File: config.mk
export PLATFORM = sky130hd
export DESIGN_NAME = sd_blk_server
export DESIGN_NICKNAME = d
export VERILOG_FILES = /design/src/rtl/sd_blk_server.sv
export SDC_FILE = /design/constraint.sdc
export NUM_CORES = 1
export LEC_CHECK = 0
export CORE_MARGIN = 8
export CORE_UTILIZATION = 40
export CTS_CLUSTER_SIZE = 30
export DETAILED_ROUTE_END_ITERATION = 10
export PLACE_DENSITY_LB_ADDON = 0.1
export SETUP_SLACK_MARGIN = 0.4
export SLEW_MARGIN = 40
export SYNTH_ARGS = -nofsm -noshare
export SYNTH_HDL_FRONTEND = slang
export SYNTH_SLANG_ARGS = --single-unit
export TNS_END_PERCENT = 1
File: constraint.sdc
create_clock -name CLK -period 4.7 [get_ports CLK]
set_clock_uncertainty 0.1 [all_clocks]
set_input_delay 0.47 -clock CLK [delete_from_list [all_inputs] [get_ports CLK]]
set_output_delay 0.47 -clock CLK [all_outputs]
set_load 0.03 [all_outputs]
File: src/rtl/sd_blk_server.sv
// Four-drive SD block server: round-robin arbitrates 512-byte block reads/writes onto a byte memory.
// Define SD_BLK_SERVER_STATS_EN to enable the rd_blocks/wr_blocks completion counters.
module sd_blk_server #(
    parameter int IMG_LBA_BITS = 11
) (
    input  logic                      CLK,
    input  logic                      RESET_N,
    input  logic [3:0]                sd_rd,
    input  logic [3:0]                sd_wr,
    input  logic [127:0]              sd_lba,
    output logic [3:0]                sd_ack,
    output logic [8:0]                sd_buff_addr,
    output logic [7:0]                sd_buff_dout,
    output logic                      sd_buff_wr,
    input  logic [31:0]               sd_buff_din,
    output logic                      mem_req,
    output logic                      mem_we,
    output logic [IMG_LBA_BITS+10:0]  mem_addr,
    output logic [7:0]                mem_wdata,
    input  logic [7:0]                mem_rdata,
    input  logic                      mem_ack,
    output logic                      lba_err,
    output logic [15:0]               rd_blocks,
    output logic [15:0]               wr_blocks
);

    typedef enum logic [2:0] {
        IDLE, ACK, RD_FETCH, RD_PUT, WR_ADDR, WR_WAIT, WR_STORE, DONE
    } state_t;

    state_t      state_q;
    logic [1:0]  drv_q;
    logic [1:0]  rr_q;
    logic        is_wr_q;
    logic [31:0] lba_q;
    logic [8:0]  idx_q;
    logic        wait_q;
    logic [3:0]  armed_q;

    logic [3:0]  eligible;
    logic        found;
    logic [1:0]  pick;
    logic [1:0]  cand;
    logic        oor;
    logic [7:0]  din_sel;

    assign eligible = (sd_rd | sd_wr) & armed_q;
    assign oor      = |lba_q[31:IMG_LBA_BITS];
    assign din_sel  = sd_buff_din[{drv_q, 3'd0} +: 8];

    // First eligible drive at or after the round-robin pointer.
    always_comb begin
        found = 1'b0;
        pick  = rr_q;
        cand  = rr_q;
        for (int k = 0; k < 4; k++) begin
            cand = rr_q + 2'(k);
            if (!found && eligible[cand]) begin
                found = 1'b1;
                pick  = cand;
            end
        end
    end

    always_ff @(posedge CLK or negedge RESET_N) begin
        if (!RESET_N) begin
            state_q      <= IDLE;
            drv_q        <= 2'd0;
            rr_q         <= 2'd0;
            is_wr_q      <= 1'b0;
            lba_q        <= 32'd0;
            idx_q        <= 9'd0;
            wait_q       <= 1'b0;
            armed_q      <= 4'hF;
            sd_ack       <= 4'd0;
            sd_buff_addr <= 9'd0;
            sd_buff_dout <= 8'd0;
            sd_buff_wr   <= 1'b0;
            mem_req      <= 1'b0;
            mem_we       <= 1'b0;
            mem_addr     <= '0;
            mem_wdata    <= 8'd0;
            lba_err      <= 1'b0;
        end else begin
            for (int i = 0; i < 4; i++) begin
                if (!sd_rd[i] && !sd_wr[i]) armed_q[i] <= 1'b1;
            end
            unique case (state_q)
                IDLE: begin
                    if (found) begin
                        drv_q   <= pick;
                        is_wr_q <= !sd_rd[pick];
                        lba_q   <= sd_lba[{pick, 5'd0} +: 32];
                        rr_q    <= pick + 2'd1;
                        sd_ack  <= 4'b0001 << pick;
                        state_q <= ACK;
                    end
                end
                ACK: begin
                    if (oor) lba_err <= 1'b1;
                    idx_q <= 9'd0;
                    if (is_wr_q) begin
                        sd_buff_addr <= 9'd0;
                        state_q      <= WR_ADDR;
                    end else begin
                        mem_req  <= !oor;
                        mem_we   <= 1'b0;
                        mem_addr <= {drv_q, lba_q[IMG_LBA_BITS-1:0], 9'd0};
                        state_q  <= RD_FETCH;
                    end
                end
                RD_FETCH: begin
                    if (oor || mem_ack) begin
                        mem_req      <= 1'b0;
                        sd_buff_dout <= oor ? 8'd0 : mem_rdata;
                        sd_buff_wr   <= 1'b1;
                        sd_buff_addr <= idx_q;
                        state_q      <= RD_PUT;
                    end
                end
                RD_PUT: begin
                    sd_buff_wr <= 1'b0;
                    if (idx_q == 9'd511) begin
                        state_q <= DONE;
                    end else begin
                        idx_q    <= idx_q + 9'd1;
                        mem_req  <= !oor;
                        mem_addr <= {drv_q, lba_q[IMG_LBA_BITS-1:0], idx_q + 9'd1};
                        state_q  <= RD_FETCH;
                    end
                end
                WR_ADDR: begin
                    wait_q  <= 1'b0;
                    state_q <= WR_WAIT;
                end
                WR_WAIT: begin
                    // Buffer data for sd_buff_addr is valid on the second wait cycle.
                    if (wait_q) begin
                        mem_wdata <= din_sel;
                        mem_we    <= 1'b1;
                        mem_req   <= !oor;
                        mem_addr  <= {drv_q, lba_q[IMG_LBA_BITS-1:0], idx_q};
                        state_q   <= WR_STORE;
                    end else begin
                        wait_q <= 1'b1;
                    end
                end
                WR_STORE: begin
                    if (oor || mem_ack) begin
                        mem_req <= 1'b0;
                        if (idx_q == 9'd511) begin
                            state_q <= DONE;
                        end else begin
                            idx_q        <= idx_q + 9'd1;
                            sd_buff_addr <= idx_q + 9'd1;
                            state_q      <= WR_ADDR;
                        end
                    end
                end
                DONE: begin
                    sd_ack         <= 4'd0;
                    armed_q[drv_q] <= 1'b0;
                    state_q        <= IDLE;
                end
                default: state_q <= IDLE;
            endcase
        end
    end

`ifdef SD_BLK_SERVER_STATS_EN
    always_ff @(posedge CLK or negedge RESET_N) begin
        if (!RESET_N) begin
            rd_blocks <= 16'd0;
            wr_blocks <= 16'd0;
        end else if (state_q == DONE) begin
            if (is_wr_q) wr_blocks <= wr_blocks + 16'd1;
            else         rd_blocks <= rd_blocks + 16'd1;
        end
    end
`else
    assign rd_blocks = 16'd0;
    assign wr_blocks = 16'd0;
`endif

endmodule

==> run summary, run 1 <==
ANT cells -> 0
drt wl/cell -> 19.5 microns
number of I/O pins -> 266
GRT Total Usage -> 19.5%
Post-Route WL -> 19300 microns
status -> finished clean
CTS Sinks -> 109
clock tree buffer depth -> 2
crit-path cells -> clkdlybuf4s50_1 -> o21ai_1 -> o311a_1 -> a311o_2 -> buf_4 -> mux2_2 -> a222oi_1 -> a21oi_1
commonest non-fill, non-tap cell in the layout -> clkdlybuf4s50_1
Final Util -> 58.2%
vias in the first global route -> 5781
num rows -> 45
Static Leak -> 3.73 nW
synthesized instance count -> 589
post-route antenna net violation count -> 0
H-tree Lvls -> 3
EDFF count, synth -> 0
TritonCTS clock tree -> done
NetSw -> 0.652 mW
Reg-to-Reg Start -> idx_q[0]
largest net degree at the start of global routing -> 79
Port Buffers -> 233
Tmin final -> 3250 ps
Worst slew margin -> 51.5%
layout cell share with drive strength beyond 1 -> 12.3%
area growth from synthesis to layout -> 43.5%
Slowest Stage Delay on Critical Path -> 500 ps
Clock Power Share -> 32.3%
Hold/Removal Path Class -> input port to asynchronous set/reset pin
pin slew with the least headroom to its limit -> 728 ps
Sw Ratio -> 27.9%
CP arrival -> 3360 ps
slowest CP cell -> o21ai_1
post-cts sizing count -> 0
first-pass GRT wire length -> 30300 microns
First DRT Iteration DRCs -> 323
ys async rst share -> 100%
# DRC -> 0
crit-path leading delay family -> compound AO/OA/AOI/OAI gates
clock root buffer -> clkbuf_16
CP endpoint kind -> register
fin nets -> 979
Sequential Power Share -> 43.9%
Mapped Area -> 0.00610 sq mm
Max IR drop VDD -> 0.000170 V
grt ovf -> 0
CP Class -> input port to register
R2R depth -> 10
Initial Util -> 40.6%
PwrDens -> 267 mW/mm^2
post-synthesis sequential area ratio -> 44.8%
part of the cycle the worst path needs -> 69.1%
Comb pwr share -> 23.8%
cell-internal power -> 1.69 mW
unique cell type count in the Yosys netlist -> 56
router iterations before antenna repair -> 5
Die X -> 140 microns
Post-Layout Cell Count -> 990
Die Height -> 140 microns
Final Hold Viols -> 0
max-cap violation count -> 0
core area -> 0.0150 sq mm
worst flop-to-flop path endpoint -> mem_addr[6]
detailed placer's ending HPWL -> 15200 microns
routability cong. -> 0.841
most frequent cells in the layout -> clkdlybuf4s50_1, dfrtp_1, nor2_1, a21oi_1, nand2_1
most common flop cell mapped by yosys -> dfrtp_1
Buf/Inv on CP -> 2
post-synthesis register bit count -> 109
Post-CTS Setup Bufs -> 0
Fmax -> 0.308 GHz
placed insts -> 975
CP startpoint kind -> input port
Ys Warns -> 0
Reg2Reg Setup Slack -> 1500 ps
clk_lat worst skew -> 340 ps
hold buffer count at CTS -> 0
total CTS buffers -> 9
via total after detailed routing -> 5472
RSZ-0062 raised after global routing -> no
final setup fails -> 0
WP data required -> 4810 ps
vias per std cell -> 5.53
Avg Synthesized Cell Area -> 10.4 sq um
Slew Viols, Final -> 0
Final TNS setup -> 0 ps
initial antenna violation count -> 0
clock-pin slew on the worst setup and hold paths -> 70 ps
worst-path maximum fanout -> 35
die area -> 0.0195 sq mm
-- layout make-up --
type                       instances  area, sq um
multi-input combinational        426         3050
clock inverter                     2         16.3
clock buffer                      13          280
fill                            1287         6280
sequential                       109         2730
tap                              188          235
inverter                           9         33.8
timing repair buffer             243         2410
-- through the flow --
| stage | total power, mW | area (sq um) | worst slack, ps | hold WS, ps |
|---|---|---|---|---|
| floorplan | 1.33 | 6220 | 1600 | 74.4 |
| global placement | 1.59 | 8430 | 1230 | 347 |
| detailed placement | 1.60 | 8460 | 1160 | 349 |
| CTS | 2.36 | 8760 | 1530 | 79.1 |
| global route | 2.45 | 8760 | 1240 | 116 |
| finish | 2.34 | 8760 | 1450 | 39.0 |
-- flip-flops by register name (all words and copies together), names as in the netlist, 4 cells and up --
| signal | cells |
|---|---|
| armed_q | 4 |
| idx_q | 9 |
| lba_q | 32 |
| mem_addr | 22 |
| mem_wdata | 8 |
| sd_ack | 4 |
| sd_buff_addr | 9 |
| sd_buff_dout | 8 |
-- layer usage --
layer	global-route usage (%)	routed length (microns)
met1	21.1	7210
met2	35.6	10300
met3	5.40	1380
met4	7.28	483
met5	0	0
-- worst reg2reg max path: cells and delay by family, from the launching register on --
family | cells | cell delay [ps]
simple gates | 4 | 850
flops | 1 | 480
fa+ha+maj | 2 | 590
compound gates | 2 | 540
buf+inv | 2 | 510
-- worst max path at each step --
stage / startpoint / end / slack, ps / cells after the start
2_1_floorplan: idx_q[0] / mem_addr[13] / 1600 / 9
3_3_place_gp: sd_rd[1] / lba_q[1] / 1230 / 8
3_5_place_dp: sd_rd[1] / lba_q[3] / 1160 / 8
4_1_cts: sd_rd[1] / lba_q[3] / 1530 / 8
5_1_grt: idx_q[0] / mem_addr[6] / 1240 / 11
6_report: sd_rd[1] / lba_q[3] / 1450 / 8
-- Yosys cell counts, types with 3 or more instances --
master	n	area [sq um]
dfrtp_1	105	2630
nor2_1	59	221
a21oi_1	55	275
nand2_1	36	135
clkbuf_1	35	131
a222oi_1	33	330
buf_4	32	240
o21ai_0	32	160
mux2_2	27	304
mux2_4	25	375
a22o_1	12	105
o2bb2ai_1	12	105
nor3_1	10	50.1
inv_1	9	33.8
mux4_2	8	180
nand3_1	7	35.0
a31oi_1	6	37.5
xor2_1	6	52.6
a21o_1	5	37.5
and3_1	5	31.3
nand2b_1	5	31.3
o21bai_1	5	37.5
dfstp_2	4	105
mux2i_1	4	40.0
o21ai_1	4	20.0
a22oi_1	3	22.5
buf_1	3	11.3
nor2b_1	3	18.8
o22ai_1	3	18.8
-- cells by family (layout without fill, tap and decap cells) --
logic type / Yosys count / in the layout / synth area share (%)
AO/OA/AOI/OAI: 186 / 186 / 21.3
buffers and inverters: 85 / 267 / 8.02
flip-flops: 109 / 109 / 44.8
other: 1 / 32 / 0.0615
AND/OR/NAND/NOR: 135 / 135 / 9.72
multiplexers: 64 / 64 / 14.7
adder cells (fa/ha/maj): 2 / 2 / 0.410
XOR/XNOR: 7 / 7 / 1.00
-- power by group through the flow --
stage / Combinational [mW] / Clock (mW) / Sequential [mW]
2_1_floorplan: 0.233 / 0 / 1.09
4_1_cts: 0.562 / 0.774 / 1.03
6_report: 0.557 / 0.754 / 1.03
5_1_grt: 0.595 / 0.817 / 1.03
3_3_place_gp: 0.551 / 0 / 1.04
3_5_place_dp: 0.560 / 0 / 1.04
(Power assumes the default switching activity.)
==> run 2, diff against run 1 <==
--- a/config.mk
+++ b/config.mk
@@ -6,7 +6,7 @@
 export NUM_CORES = 1
 export LEC_CHECK = 0
 export CORE_MARGIN = 8
-export CORE_UTILIZATION = 40
+export CORE_UTILIZATION = 39
 export CTS_CLUSTER_SIZE = 30
 export DETAILED_ROUTE_END_ITERATION = 10
 export PLACE_DENSITY_LB_ADDON = 0.1
==> constraint.sdc (replaced) <==
create_clock -name CLK -period 2.65 [get_ports CLK]
set_clock_uncertainty 0.1 [all_clocks]
set_input_delay 0.265 -clock CLK [delete_from_list [all_inputs] [get_ports CLK]]
set_output_delay 0.265 -clock CLK [all_outputs]
set_load 0.03 [all_outputs]
==> run summary, run 2 (synthesis gave the netlist of run 1 again) <==
WP data required -> 2780 ps (-2030 ps)
CP endpoint kind -> register
clk_lat worst skew -> 350 ps (about the same)
area growth from synthesis to layout -> 51.9%
vias in the first global route -> 5883 (+1.8%)
total CTS buffers -> 9 (unchanged)
first-pass GRT wire length -> 31200 microns (+2.8%)
Static Leak -> 3.97 nW (+6.4%)
detailed placer's ending HPWL -> 15200 microns (about the same)
post-route antenna net violation count -> 0 (unchanged)
Hold/Removal Path Class -> input port to register
Worst slew margin -> 60.6% (+9.1 points)
Post-Route WL -> 19900 microns (+3.0%)
largest registers -> lba_q: 32 flops, mem_addr: 22 flops
design area -> 0.00927 sq mm (+5.9%)
PwrDens -> 465 mW/mm^2 (+74%)
vias per std cell -> 5.34 (-3.4%)
ANT cells -> 0 (unchanged)
number of I/O pins -> 266 (unchanged)
Die Height -> 141 microns (+1.1%)
CTS Sinks -> 109 (unchanged)
final setup fails -> 0 (unchanged)
WHS -> 277 ps (+238 ps)
First DRT Iteration DRCs -> 332 (+2.8%)
Critical path origin -> idx_q[1]
Initial Util -> 40.0% (-0.60 points)
Final Hold Viols -> 0 (unchanged)
placed inst area -> 0.00883 sq mm (+4.3%)
pin slew with the least headroom to its limit -> 591 ps (-137 ps)
Final Util -> 60.8% (+2.5 points)
hold_sp -> sd_wr[2]
largest net degree at the start of global routing -> 57 (-28%)
met3 GRT Util -> 4.73% (-0.68 points)
fin nets -> 1015 (+3.7%)
Port Buffers -> 233 (unchanged)
grt ovf -> 0 (unchanged)
drt wl/cell -> 19.0 microns (-2.7%)
TritonCTS clock tree -> done
routability cong. -> 0.808 (-3.9%)
part of the cycle the worst path needs -> 95.8%
H-tree Lvls -> 3 (unchanged)
initial antenna violation count -> 0 (unchanged)
Most Crowded Layer GR -> met2
router iterations before antenna repair -> 6 (+1)
die area -> 0.0199 sq mm (+2.3%)
RSZ-0062 raised after global routing -> yes
clock tree buffer depth -> 2 (unchanged)
status -> finished clean
CP arrival -> 2670 ps (-690 ps)
worst-path maximum fanout -> 30 (-14%)
Die X -> 141 microns (+1.1%)
GRT Total Usage -> 19.7% (+0.22 points)
CP Class -> register to register
Reg-to-Reg Start -> idx_q[1]
max-cap violation count -> 0 (unchanged)
Slew Viols, Final -> 0 (unchanged)
via total after detailed routing -> 5598 (+2.3%)
Fmax -> 0.394 GHz
Max IR drop VDD -> 0.000331 V (+94%)
met1 Use GR -> 22.2% (+1.0 points)
core area -> 0.0153 sq mm (+1.5%)
num rows -> 45 (unchanged)
most flop-heavy register -> lba_q
clock root buffer -> clkbuf_16
clock-pin slew on the worst setup and hold paths -> 70 ps (about the same)
most frequent cells in the layout -> clkdlybuf4s50_1, dfrtp_1, nor2_1, a21oi_1, nand2_1
max reg flops -> 32 (unchanged)
Tmin final -> 2540 ps
commonest non-fill, non-tap cell in the layout -> clkdlybuf4s50_1
# DRC -> 0 (unchanged)
CP startpoint kind -> register
layout cell share with drive strength beyond 1 -> 16.7% (+4.4 points)
met2 usage in global routing -> 35.8% (+0.27 points)
-- run 2: cell types whose count changed in the layout (fill, tap and decap cells not counted), moves of 3 or more --
cell             delta
clkdlybuf4s50_1     -4
dlygate4sd2_1       +4
and3_4              +3
and3_1              -3
buf_12              +9
clkbuf_8            -4
mux2_2              -7
mux2_4              +7
buf_4              +24
-- run 2: area by class of cell --
cell class / count / area, sq um
clock buffers: 10 / 229
clock inverters: 4 / 75.1
fillers: 1269 / 5990
inverters: 9 / 33.8
multi-input cells: 426 / 3120
flip-flops and latches: 109 / 2740
well taps: 211 / 264
repair buffers: 279 / 2820
-- run 2: final timing paths --
| kind | to | slack, ps | depth (start not counted) |
|---|---|---|---|
| min in group asynchronous | idx_q[6] | 360 | 2 |
| worst max register to register | mem_addr[11] | 110 | 9 |
| worst max-delay path | mem_addr[11] | 110 | 9 |
| max in group asynchronous | armed_q[2] | 1440 | 3 |
| worst min-delay path | armed_q[2] | 280 | 4 |
| worst min register to register | mem_addr[4] | 380 | 2 |
-- run 2: repair_timing --
| item | in CTS | in global routing |
|---|---|---|
| hold endpoints to repair | 51 | 0 |
| cloned | 1 | 0 |
| setup endpoints to repair | 81 | 91 |
| resized for setup | 8 | 3 |
| hold buffers | 1 | 0 |
| pin swaps | 5 | 3 |
| buffers inserted | 9 | 0 |
-- run 2: metal layers --
metal / share of wire [%] / up-vias
li1: - / 2624
met1: 39 / 2759
met2: 53 / 192
met3: 6.1 / 23
met4: 1.9 / 0
met5: 0 / -
-- run 2: metrics by stage --
| stage | setup TNS, ps | setup slack (ps) | instances | power [mW] |
|---|---|---|---|---|
| 3_5_place_dp | -5350 | -359 | 1023 | 2.91 |
| 5_1_grt | 0 | 0.216 | 1048 | 4.50 |
| 4_1_cts | 0 | 83.0 | 1048 | 4.35 |
| 6_report | 0 | 111 | 1048 | 4.31 |
| 3_3_place_gp | -4120 | -378 | 1023 | 2.89 |
| 2_1_floorplan | 0 | 138 | 620 | 2.37 |
-- run 2: report_power, final --
part	switching [mW]	leakage [nW]	internal [mW]
Combinational	0.512	2.41	0.582
Sequential	0.0526	1.42	1.74
Clock	0.603	0.141	0.819
Total	1.17	3.97	3.14
-- run 2: critical path: stages, from the launching register on --
cell,delay (ps)
dfrtp_1,390
ha_4,180
and3_4,180
and3_4,200
and3_4,200
ha_4,170
nor2_4,60
o311ai_4,350
buf_12,240
mux2_2,350
==> run 3, diff against run 2 <==
--- a/config.mk
+++ b/config.mk
@@ -9,6 +9,7 @@
 export CORE_UTILIZATION = 39
 export CTS_CLUSTER_SIZE = 30
 export DETAILED_ROUTE_END_ITERATION = 10
+export GPL_ROUTABILITY_DRIVEN = 0
 export PLACE_DENSITY_LB_ADDON = 0.1
 export SETUP_SLACK_MARGIN = 0.4
 export SLEW_MARGIN = 40
==> run summary, run 3 (synthesis gave the netlist of run 1 again) <==
detailed placer's ending HPWL -> 15100 microns (-0.44%)
largest net degree at the start of global routing -> 51 (-11%)
CP startpoint kind -> register
Fmax -> 0.390 GHz (-0.86%)
Die Height -> 141 microns (unchanged)
CP endpoint kind -> register
CP Class -> register to register
Slew Viols, Final -> 0 (unchanged)
clk_lat worst skew -> 350 ps (about the same)
Die X -> 141 microns (unchanged)
sequential cell area -> 0.00274 sq mm (unchanged)
WL met2 -> 10700 microns (+0.64%)
total CTS buffers -> 9 (unchanged)
clock-pin slew on the worst setup and hold paths -> 70 ps (about the same)
num rows -> 45 (unchanged)
max-cap violation count -> 0 (unchanged)
Final Util -> 61.3% (+0.57 points)
crit-path cells -> buf_4 -> a22o_1 -> a311o_2 -> buf_12 -> buf_4 -> mux2_2 -> a222oi_1 -> a21oi_1
layout cell share with drive strength beyond 1 -> 18.5% (+1.8 points)
Critical path origin -> rr_q[1]
Static Leak -> 4.02 nW (+1.5%)
drt wl/cell -> 19.1 microns (+0.44%)
placed insts -> 1022 (-0.098%)
vias per std cell -> 5.33 (-0.18%)
initial antenna violation count -> 0 (unchanged)
die area -> 0.0199 sq mm (unchanged)
Max IR drop VDD -> 0.000321 V (-3.1%)
Post-Route WL -> 20200 microns (+1.4%)
number of I/O pins -> 266 (unchanged)
pin slew with the least headroom to its limit -> 629 ps (+38.7 ps)
PwrDens -> 454 mW/mm^2 (-2.4%)
vias in the first global route -> 5929 (+0.78%)
area occupied by multi-input gates -> 0.00316 sq mm (+1.4%)
First DRT Iteration DRCs -> 412 (+24%)
GRT Total Usage -> 19.7% (about the same)
CP arrival -> 2680 ps (about the same)
Slowest Stage Delay on Critical Path -> 450 ps (+60 ps)
Final Hold Viols -> 0 (unchanged)
post-route antenna net violation count -> 0 (unchanged)
hold_sp -> sd_wr[2]
final setup fails -> 0 (unchanged)
Tmin final -> 2560 ps (+22.1 ps)
ANT cells -> 0 (unchanged)
clock root buffer -> clkbuf_16
CTS Sinks -> 109 (unchanged)
H-tree Lvls -> 3 (unchanged)
most flop-heavy register -> lba_q
first-pass GRT wire length -> 31300 microns (+0.40%)
Initial Util -> 40.0% (unchanged)
fill count -> 1292 (+1.8%)
largest registers -> lba_q: 32 flops, mem_addr: 22 flops
grt ovf -> 0 (unchanged)
clock tree buffer depth -> 2 (unchanged)
core area -> 0.0153 sq mm (unchanged)
Post-Layout Cell Count -> 1058 (+0.95%)
max reg flops -> 32 (unchanged)
fin nets -> 1023 (+0.79%)
Hold/Removal Path Class -> input port to register
via total after detailed routing -> 5641 (+0.77%)
worst-path maximum fanout -> 6 (-80%)
Top Layer Used -> met4
Total Power -> 4.25 mW (-1.5%)
Met1 Wirelength -> 8060 microns (+4.4%)
part of the cycle the worst path needs -> 96.6% (+0.83 points)
slowest CP cell -> dfrtp_2
most frequent cells in the layout -> clkdlybuf4s50_1, dfrtp_1, nor2_1, a21oi_1, buf_4
Worst slew margin -> 58.0% (-2.6 points)
CP dominant cell by count -> buf_4
router iterations before antenna repair -> 8 (+2)
TritonCTS clock tree -> done
commonest non-fill, non-tap cell in the layout -> clkdlybuf4s50_1
met3 wire length -> 1130 microns (-7.1%)
WP data required -> 2770 ps (about the same)
RSZ-0062 raised after global routing -> yes
area growth from synthesis to layout -> 53.4%
status -> finished clean
# DRC -> 0 (unchanged)
Reg-to-Reg Start -> rr_q[1]
Port Buffers -> 233 (unchanged)
[run 3: layout make-up]
type                       count  area share [%]
clock buffer                   9            2.41
inverter                       9           0.361
timing repair buffer         287            30.8
tap                          211            2.82
clock inverter                 7           0.615
multi-input combinational    426            33.8
sequential                   109            29.2
[run 3: critical path: cells and delay by family, from the launching register on]
kind            cells  cell delay [ps]
buf+inv             3              450
mux                 1              260
flops               1              450
compound gates      4             1180
[run 3: power breakdown]
group	switching, mW	internal (mW)
sequential	0.0522	1.74
clock	0.657	0.656
combinational	0.527	0.612
total	1.24	3.01
[run 3: worst paths after layout]
check                                     to  slack [ps]  cells after the start
worst min-delay path              armed_q[2]         250                      4
worst max-delay path                lba_q[0]          90                      8
max in group asynchronous           idx_q[0]        1400                      3
min in group asynchronous       mem_wdata[5]         370                      2
worst min register to register   mem_addr[2]         380                      2
worst max register to register      lba_q[0]          90                      8
[run 3: layer usage]
layer,GRT usage (%),vias to the layer above
met5,0,-
met4,6.50,0
met3,4.63,21
met2,35.4,185
met1,22.6,2784
li1,-,2651
[run 3: stage by stage]
step	cell area (sq um)	setup WS [ps]	hold WS [ps]	setup TNS, ps
after global placement	8810	-369	215	-4350
after global routing	9360	50.0	275	0
after CTS	9260	109	233	0
after floorplan	6320	138	-131	0
final	9360	88.8	250	0
after detailed placement	8810	-385	218	-4930
[run 3: repair_timing]
item,4_1_cts,5_1_grt
setup buffers,11,5
setup endpoints to repair,82,93
hold buffers,1,0
gates resized for setup,10,14
gates cloned,2,1
hold endpoints to repair,40,0
pin swaps,8,11
